===== src/rtl/alu_mul_seq.sv =====
// Opcode set of the shared combinational ALU, plus a shift-and-add
// multiplier sequencer that borrows that ALU to compute the low 32 bits
// of a 32x32 product (RV32M MUL semantics).

package alu_opcodes_pkg;
    localparam logic [4:0] ALU_ADD  = 5'd0;
    localparam logic [4:0] ALU_SUB  = 5'd1;
    localparam logic [4:0] ALU_SLL  = 5'd2;
    localparam logic [4:0] ALU_SLT  = 5'd3;
    localparam logic [4:0] ALU_SLTU = 5'd4;
    localparam logic [4:0] ALU_XOR  = 5'd5;
    localparam logic [4:0] ALU_SRL  = 5'd6;
    localparam logic [4:0] ALU_SRA  = 5'd7;
    localparam logic [4:0] ALU_OR   = 5'd8;
    localparam logic [4:0] ALU_AND  = 5'd9;
endpackage

// Sequencer: IDLE -> CHECK -> (ADD ->) SHIFT -> CHECK ... -> DONE -> IDLE.
// The ALU is only driven in ADD (acc + mcand) and SHIFT (mcand << 1);
// every other state parks the ALU inputs at ADD 0,0 so the execute-stage
// mux sees quiet values.
module alu_mul_seq
    import alu_opcodes_pkg::*;
#(
    parameter bit EARLY_EXIT = 1'b1
) (
    input  logic        clk_i,
    input  logic        rst_i,
    input  logic        req_valid_i,
    output logic        req_ready_o,
    input  logic [31:0] req_a_i,
    input  logic [31:0] req_b_i,
    output logic        resp_valid_o,
    input  logic        resp_ready_i,
    output logic [31:0] resp_result_o,
    output logic        busy_o,
    output logic [31:0] alu_a_o,
    output logic [31:0] alu_b_o,
    output logic [4:0]  alu_op_o,
    input  logic [31:0] alu_result_i
);

    typedef enum logic [2:0] {
        ST_IDLE  = 3'd0,
        ST_CHECK = 3'd1,
        ST_ADD   = 3'd2,
        ST_SHIFT = 3'd3,
        ST_DONE  = 3'd4
    } state_t;

    state_t      state_reg, state_next;
    logic [31:0] acc_reg, acc_next;
    logic [31:0] mcand_reg, mcand_next;
    logic [31:0] mplier_reg, mplier_next;
    logic [5:0]  cnt_reg, cnt_next;

    // Early termination once no multiplier bits remain; in constant-time
    // mode this term is tied off so only the 32-shift count ends the loop.
    logic mplier_exhausted;

    generate
        if (EARLY_EXIT) begin : g_early_exit
            assign mplier_exhausted = (mplier_reg == 32'd0);
        end else begin : g_const_time
            assign mplier_exhausted = 1'b0;
        end
    endgenerate

    logic all_shifts_done;
    assign all_shifts_done = (cnt_reg == 6'd32);

    // State and datapath registers with synchronous reset.
    always_ff @(posedge clk_i) begin
        if (rst_i) begin
            state_reg  <= ST_IDLE;
            acc_reg    <= 32'd0;
            mcand_reg  <= 32'd0;
            mplier_reg <= 32'd0;
            cnt_reg    <= 6'd0;
        end else begin
            state_reg  <= state_next;
            acc_reg    <= acc_next;
            mcand_reg  <= mcand_next;
            mplier_reg <= mplier_next;
            cnt_reg    <= cnt_next;
        end
    end

    // Next-state, datapath updates and all outputs, decoded from state.
    always_comb begin
        state_next    = state_reg;
        acc_next      = acc_reg;
        mcand_next    = mcand_reg;
        mplier_next   = mplier_reg;
        cnt_next      = cnt_reg;
        req_ready_o   = 1'b0;
        resp_valid_o  = 1'b0;
        resp_result_o = 32'd0;
        busy_o        = 1'b1;
        alu_op_o      = ALU_ADD;
        alu_a_o       = 32'd0;
        alu_b_o       = 32'd0;

        case (state_reg)
            ST_IDLE: begin
                req_ready_o = 1'b1;
                busy_o      = 1'b0;
                if (req_valid_i) begin
                    acc_next    = 32'd0;
                    mcand_next  = req_a_i;
                    mplier_next = req_b_i;
                    cnt_next    = 6'd0;
                    state_next  = ST_CHECK;
                end
            end

            ST_CHECK: begin
                if (all_shifts_done || mplier_exhausted) begin
                    state_next = ST_DONE;
                end else if (mplier_reg[0]) begin
                    state_next = ST_ADD;
                end else begin
                    state_next = ST_SHIFT;
                end
            end

            ST_ADD: begin
                alu_op_o   = ALU_ADD;
                alu_a_o    = acc_reg;
                alu_b_o    = mcand_reg;
                acc_next   = alu_result_i;
                state_next = ST_SHIFT;
            end

            ST_SHIFT: begin
                alu_op_o    = ALU_SLL;
                alu_a_o     = mcand_reg;
                alu_b_o     = 32'd1;
                mcand_next  = alu_result_i;
                // Multiplier shift is local; the ALU is busy with mcand.
                mplier_next = {1'b0, mplier_reg[31:1]};
                cnt_next    = cnt_reg + 6'd1;
                state_next  = ST_CHECK;
            end

            ST_DONE: begin
                resp_valid_o  = 1'b1;
                resp_result_o = acc_reg;
                if (resp_ready_i) begin
                    state_next = ST_IDLE;
                end
            end

            default: begin
                state_next = ST_IDLE;
            end
        endcase
    end

endmodule


===== config.mk =====
export PLATFORM = sky130hd
export DESIGN_NAME = alu_mul_seq
export DESIGN_NICKNAME = d
export VERILOG_FILES = /design/src/rtl/alu_mul_seq.sv
export SDC_FILE = /design/constraint.sdc
export NUM_CORES = 1
export LEC_CHECK = 0
export BUFFER_PORTS_ARGS = -buffer_cell sky130_fd_sc_hd__buf_4
export CORE_UTILIZATION = 44
export DETAILED_ROUTE_END_ITERATION = 8
export HOLD_SLACK_MARGIN = 0.1
export PLACE_DENSITY = 0.73
export SLEW_MARGIN = 20
export SYNTH_ARGS = -nofsm -noshare
export SYNTH_HDL_FRONTEND = slang
export SYNTH_SLANG_ARGS = --single-unit

===== constraint.sdc =====
create_clock -name clk_i -period 1.81 [get_ports clk_i]
set_input_delay 0.362 -clock clk_i [delete_from_list [all_inputs] [get_ports clk_i]]
set_output_delay 0.362 -clock clk_i [all_outputs]
set_load 0.005 [all_outputs]

Word-level counts from Yosys, hierarchy flattened. Index checks and enable logic that the tools add are counted.

Add/sub/neg operators: 1. Muxes and demuxes: 20. Bitwise operators: 0. Order comparisons: 0. Divide/modulo/power cells: 0. Multipliers: 0. Reductions and logical operators: 8. Shift operators: 0. Eq/ne operators: 7.

Operators with widths (number): 32-bit one-hot mux with 2 select lines (5); 32-bit two-way mux (4); 32-bit zero test (1); 3-bit one-hot mux with 5 select lines (1); 6-bit one-hot mux with 2 select lines (1); 3-bit two-way mux (3); 6-bit by 1-bit adder with 6-bit output (second input constant) (1); 3-bit by 2-bit equality test with 1-bit output (second input constant) (2); 6-bit equality test (second input constant) (1); 6-bit two-way mux (1); 2-bit AND reduction (3); 1-bit two-way mux (4); 2-bit inequality test (second input constant) (2); 2-bit nonzero test (2); 3-bit by 1-bit equality test with 1-bit output (second input constant) (1); 3-bit equality test (second input constant) (1); 3-bit zero test (1); 2-bit two-way mux (1); 1-bit logical OR (1).

ROM bits: 0. Memories kept: 0. Output and inout port bits: 104. Memory bits (writable): 0. Input bits: 100. Bits in registers: 105. Bits in latches: 0. Word-level logic and storage cells: 41.

Depth between registers and ports, before layout. Gate-level depths: netlist of the first run.

Word-level depth: 4. Mapped depth: 8. Mapped depth without buffers: 6.

Least setup slack after synthesis of the first run. No wires, ideal clock.

Kind: reg2out. Start point: register state_reg[2]. End point: output port alu_a_o[0]. Stages on the path, launching flop included: 7. Required time: 1.448 ns. Arrival: 1.472 ns. Path buffers: 3. Setup slack: -0.024 ns. Cell sequence: dfxtp_1 -> clkbuf_2 -> nand3b_1 -> buf_2 -> inv_2 -> clkbuf_1 -> a22o_1.

Word-level cells in the longest chain between the ends: 2. Elaborated cells on any way between the ends: 3. Those cells by class: eq/ne: 2; mux: 1.

Ends and longest elaborated chain: start, declared (line 51) `state_t state_reg, state_next;`; start signal, assigned (line 81) `state_reg <= state_next;`; 3-bit by 2-bit equality test with 1-bit output (line 104) `case (state_reg)`; 32-bit one-hot mux with 2 select lines (*) (line 104); end, declared (line 37) `output logic [31:0] alu_a_o,`.

Every way passes the cells marked *; elsewhere a longest branch is shown, timed or not.

Final worst setup path of the first run.
Start point: register state_reg[2]. End point: output port resp_result_o[3].

Word-level cells in the longest chain between the ends: 2.

Ends and longest elaborated chain: 3-bit equality test (line 104); 32-bit two-way mux (line 104); end, declared (line 35) `output logic [31:0] resp_result_o,`.

Every way passes these cells.

==> impl_metrics.csv, run 1 <==
group,metric,value,unit
worst_setup_path,critPathKind,"reg -> out",
timing,rsz0062_at_grt,"true",
floorplan,coreArea,11400,µm²
pwr,p_total,10.7,mW
run_status,violations,"setup timing",
floorplan,die_h,110,µm
final_layout,nNetsFinal,974,
route,via_per_inst,5.64,
global_routing,gr-total-overflow,0,
timing,min_period,1.93,ns
pwr,p_leak,3.55,nW
global_routing,grt_pass1_vias,5034,
placement,port_buffers,199,
route,ant_nets,0,
run,drv_cap,0,
pwr,p_int,6.47,mW
global_routing,grt_pass1_wl,24.7,mm
hold_path,holdCritPathClass,"in -> reg",
placement,globalplace.congestion,0.847,
final_layout,fin_cells,1019,
global_routing,grt_max_degree,65,
route,drt-wirelength-per-cell,17.4,µm
timing,finalWorstSetupSlack,-0.115,ns
run_status,status,"finished with violations",
yosys,ys_ff_latch,105,
yosys,synth_top_area_share,0.410,
route,drt_wl_total,17.7,mm
clocking,cts_tree,"done",
pwr,p_sw,4.24,mW
clocking,h-tree-depth,3,
pwr,switching_share,0.396,
placement,postPlaceCellArea,6820,µm²
worst_setup_path,cp_max_fo,8,
global_routing,grt_use_total,0.262,
final_layout,final_util,0.682,
route,via_count,5744,
pwr,peakVddDrop,0.705,mV
final_layout,antenna_cells,0,
final_layout,fin_area,7760,µm²
clocking,cts.sinks,105,
floorplan,io_pins,204,
timing,fmax,519,MHz
worst_setup_path,critPathCaptureType,"output port",
route,drt_iter0_drc,459,
clocking,clockRootBuffer,"clkbuf_16",
yosys,synth.cell_area,5120,µm²
yosys,synthFlopType,"dfxtp_1",
clocking,cts_buffer_depth,2,
floorplan,die_area,12100,µm²
pwr,share_comb_of_total_power,0.460,
global_routing,antenna_found_initial,0,
floorplan,fp.dieW,110,µm
yosys,synth_warnings,0,
clocking,cts_inserted_buffers,9,
timing,finalHoldViolCount,0,
yosys,synth_largest_area_cell,"dfxtp_1",
pwr,clkPwrFrac,0.187,
hold_path,holdPathStages,3,
timing,finalMaxSlewViolations,0,
floorplan,floorplan.initialDensity,0.450,
route,detail_route.first_pass.iterations,7,
route,drc,0,
yosys,synth_top_cells_by_area,"dfxtp_1, nor2_1, nor4_1",
worst_setup_path,cp.arrival,1.56,ns
yosys,synth.top_cells.by_count,"nor2_1, dfxtp_1, nor4_1",
timing,setup_violations,95,
yosys,ys_seq_area_frac,0.410,
worst_setup_path,cp.required,1.45,ns
worst_setup_path,startpoint_type,"register",
clocking,path_clk_slew,0.08,ns
placement,place_ws,0.0432,ns
yosys,synthArstFlopShare,0,
floorplan,rows,39,
placement,hpwl,11.3,mm
worst_setup_path,reg2reg_slack,0.15,ns
yosys,yosysMostFrequentCell,"nor2_1",
pwr,powerDensity,1380,nW/µm²
timing,skew,0.00945,ns
worst_setup_path,worst_r2r_path_depth,9,
final_layout,syn_to_final_growth,51.5,%
pwr,pwr-share-seq,0.353,
timing,period_share,1.06,
yosys,avgSynthCellArea,7.54,µm²
clocking,clk_latency,0.35,ns
yosys,synth_edf_count,0,
yosys,yosys.cell_types.count,38,
final_layout,drive_above_1_share,0.364,
yosys,synthCells,679,
placement,placedCellCount,981,
-- cells by family (layout without fill, tap and decap cells) --
kind of cell    count (synthesis)  in the layout  synth area share
simple gates                  416            416             0.404
flops                         105            105             0.410
compound gates                 84             84             0.110
buf+inv                        70            264            0.0674
fa+ha+maj                       2              2           0.00489
other cells                     1              4          0.000732
xor+xnor                        1              1           0.00171
-- power by group through the flow --
| stage | Combinational, mW | Sequential [mW] | Clock [mW] |
|---|---|---|---|
| finish | 4.92 | 3.78 | 2.01 |
| global route | 5.38 | 3.87 | 2.11 |
| CTS | 4.53 | 3.75 | 2.02 |
| detailed placement | 4.22 | 3.78 | 0 |
| global placement | 4.12 | 3.74 | 0 |
| floorplan | 2.82 | 3.53 | 0 |
-- worst max-delay path, cell delays in order (launching register included) --
cell       delay, ns
dfxtp_4         0.39
buf_6           0.12
nand2_4         0.05
nor2_4          0.12
buf_12          0.14
clkbuf_16       0.17
and2_4          0.15
buf_6           0.08
-- cell type report --
class	count	area, µm²
inverter	5	21.3
timing repair buffer	244	2320
clock buffer	10	239
fill	931	3610
clock inverter	5	63.8
multi-input combinational	507	2820
tap	143	179
sequential	105	2110
-- final timing paths --
check	from	to
worst max-delay path	state_reg[2]	resp_result_o[3]
worst min-delay path	alu_result_i[20]	acc_reg[20]
worst max register to register	state_reg[0]	acc_reg[16]
worst min register to register	cnt_reg[5]	cnt_reg[5]
-- per-stage QoR --
stage          hold WS (ns)  TNS [ns]
6_report              0.266     -7.95
5_1_grt               0.278    -12.44
4_1_cts               0.268     -5.09
3_5_place_dp          0.466         0
3_3_place_gp          0.454         0
2_1_floorplan         0.441    -0.473
-- placed cells by master (no fill, tap or decap), types with 3 or more instances in the layout --
master and n:
dfxtp_1 102, nor4_2 10, nor3_1 4, a22o_1 32, buf_6 41, and3_1 31
clkbuf_16 13, dfxtp_4 3, o31ai_1 3, buf_4 179, buf_12 14, nor2_1 186
nand2_1 40, nand4_1 5, nor2_4 3, conb_1 4, o21ai_0 3, bufbuf_16 3
a22oi_1 4, a21oi_1 40, nand3_1 35, nor4_1 57, and2_4 32
-- metal layers --
metal,global-route usage,part of all wire,vias to the layer above,wire length [µm]
met2,0.442,0.49,261,8670
met3,0.0391,0.070,39,1250
li1,-,-,2725,-
met5,0,0,-,0
met1,0.338,0.42,2719,7370
met4,0.0933,0.025,0,452
-- what timing repair did --
item,in CTS,in global routing
pin swaps,2,13
gates cloned,3,5
setup endpoints to repair,95,94
resized for setup,7,90
buffers inserted,5,11
hold buffers,0,0
(Power assumes the default switching activity.)
==> run 2: changes to the inputs <==
Settings changed: BUFFER_PORTS_ARGS -buffer_cell sky130_fd_sc_hd__buf_4 to not set, CORE_UTILIZATION 44 to 50, DONT_BUFFER_PORTS set to 1, PLACE_DENSITY 0.73 to 0.65.
==> run 2 against run 1 <==
  * The flow still finishes with violations (setup timing)
  * Sequential power about the same
  * Largest cell class unchanged
  * Worst hold slack worse by 0.15 ns
  * Setup slack improved by 0.069 ns
  * First-iteration DRC count is 39% lower
  * Global-route usage grew 0.44 points
  * Critical path depth down 3
  * Sequential share of layout area rose by 7.5 points
  * Routed wire length fell by 7.2%
  * Non-clock buffer count down 197
  * Count of clock-buffer cells in the layout grew 1
  * Fmax grew 3.7%
==> impl_metrics.csv, run 2 (synthesized netlist as in run 1, its figures left out) <==
group,metric,value,unit
run_status,status,"finished with violations",
run_status,violations,"setup timing",
hold_path,holdCritPathClass,"in -> reg",
route,drc,0,
global_routing,grt_pass1_vias,4302,
timing,period_share,1.03,
worst_setup_path,cp_max_fo,13,
timing,skew,0.00993,ns
placement,port_buffers,0,
placement,postPlaceCellArea,5220,µm²
final_layout,fin_area,6080,µm²
clocking,h-tree-depth,3,
worst_setup_path,critPathKind,"reg -> out",
final_layout,drive_above_1_share,0.179,
timing,finalWorstSetupSlack,-0.0463,ns
clocking,cts.sinks,105,
floorplan,floorplan.initialDensity,0.519,
global_routing,gr-total-overflow,0,
final_layout,antenna_cells,0,
pwr,powerDensity,1610,nW/µm²
worst_setup_path,critPathCaptureType,"output port",
placement,hpwl,9.00,mm
worst_setup_path,cp.arrival,1.49,ns
pwr,p_leak,2.40,nW
timing,min_period,1.86,ns
run,drv_cap,0,
route,drt_iter0_drc,279,
final_layout,fillers,872,
timing,rsz0062_at_grt,"true",
placement,globalplace.congestion,0.768,
pwr,p_total,9.78,mW
timing,finalMaxSlewViolations,0,
global_routing,grt_use_total,0.266,
worst_setup_path,cp.required,1.45,ns
timing,fmax,539,MHz
final_layout,layout_common_cells,"nor2_1, dfxtp_1, nor4_1",
timing,holdWs,0.117,ns
worst_setup_path,worst_r2r_path_depth,4,
worst_setup_path,startpoint_type,"register",
route,drt_wl_total,16.5,mm
global_routing,grt_max_degree,108,
timing,setup_violations,57,
final_layout,final_util,0.616,
clocking,cts_inserted_buffers,9,
hold_path,holdPathStages,2,
clocking,clk_latency,0.36,ns
clocking,cts_buffer_depth,2,
final_layout,final_common_cell,"nor2_1",
final_layout,nNetsFinal,778,
floorplan,die_h,103,µm
floorplan,coreArea,9860,µm²
route,detail_route.first_pass.iterations,5,
floorplan,die_area,10700,µm²
route,via_per_inst,6.18,
timing,finalHoldViolCount,0,
floorplan,fp.dieW,103,µm
route,drt-wirelength-per-cell,20.2,µm
floorplan,rows,36,
clocking,cts_tree,"done",
global_routing,antenna_found_initial,0,
route,via_count,5034,
floorplan,io_pins,204,
route,ant_nets,0,
clocking,clockRootBuffer,"clkbuf_8",
pwr,peakVddDrop,0.759,mV
timing,finalSetupTns,-1.29,ns
global_routing,grt_pass1_wl,21.8,mm
final_layout,syn_to_final_growth,18.7,%
clocking,path_clk_slew,0.10,ns
-- run 2: per-layer routing --
metal	share of wire	GRT usage
met1	0.42	0.351
met4	0.015	0.0975
met3	0.085	0.0397
met5	0	0
met2	0.48	0.443
-- run 2: worst paths after layout --
| kind | from | slack [ns] | end |
|---|---|---|---|
| worst min-delay path | alu_result_i[9] | 0.12 | acc_reg[9] |
| worst max-delay path | state_reg[2] | -0.05 | alu_a_o[21] |
| worst max register to register | state_reg[2] | 0.03 | mplier_reg[9] |
| worst min register to register | acc_reg[14] | 0.49 | acc_reg[14] |
-- run 2: report_power, final --
part           internal (mW)  switching (mW)  leakage (nW)
clock                  0.536           0.812        0.0891
combinational           1.94            2.72          1.45
sequential              3.10           0.674         0.863
-- run 2: critical path, cell delays in order (launching register included) --
cell and delay (ns):
dfxtp_4 0.38, nand3b_1 0.22, inv_4 0.16, buf_12 0.17, a22o_1 0.19
-- run 2: what timing repair did --
item / 4_1_cts / 5_1_grt
endpoints found under the setup margin: 97 / 96
pin swaps: 5 / 7
hold endpoints to repair: 102 / 52
setup buffers: 5 / 6
gates resized for setup: 18 / 49
cloned: 5 / 8
-- run 2: layout make-up --
class,count,area (µm²),share of cell area
clock inverter,5,31.3,0.00514
clock buffer,11,141,0.0233
sequential,105,2110,0.348
tap,133,166,0.0274
multi-input combinational,508,2890,0.475
timing repair buffer,47,714,0.117
inverter,5,23.8,0.00391
-- run 2: per-stage QoR --
step           setup slack, ns  std cells
2_1_floorplan          -0.0237        682
3_3_place_gp             0.193        771
3_5_place_dp            0.0834        771
4_1_cts                -0.0775        797
5_1_grt                 -0.108        814
6_report               -0.0463        814
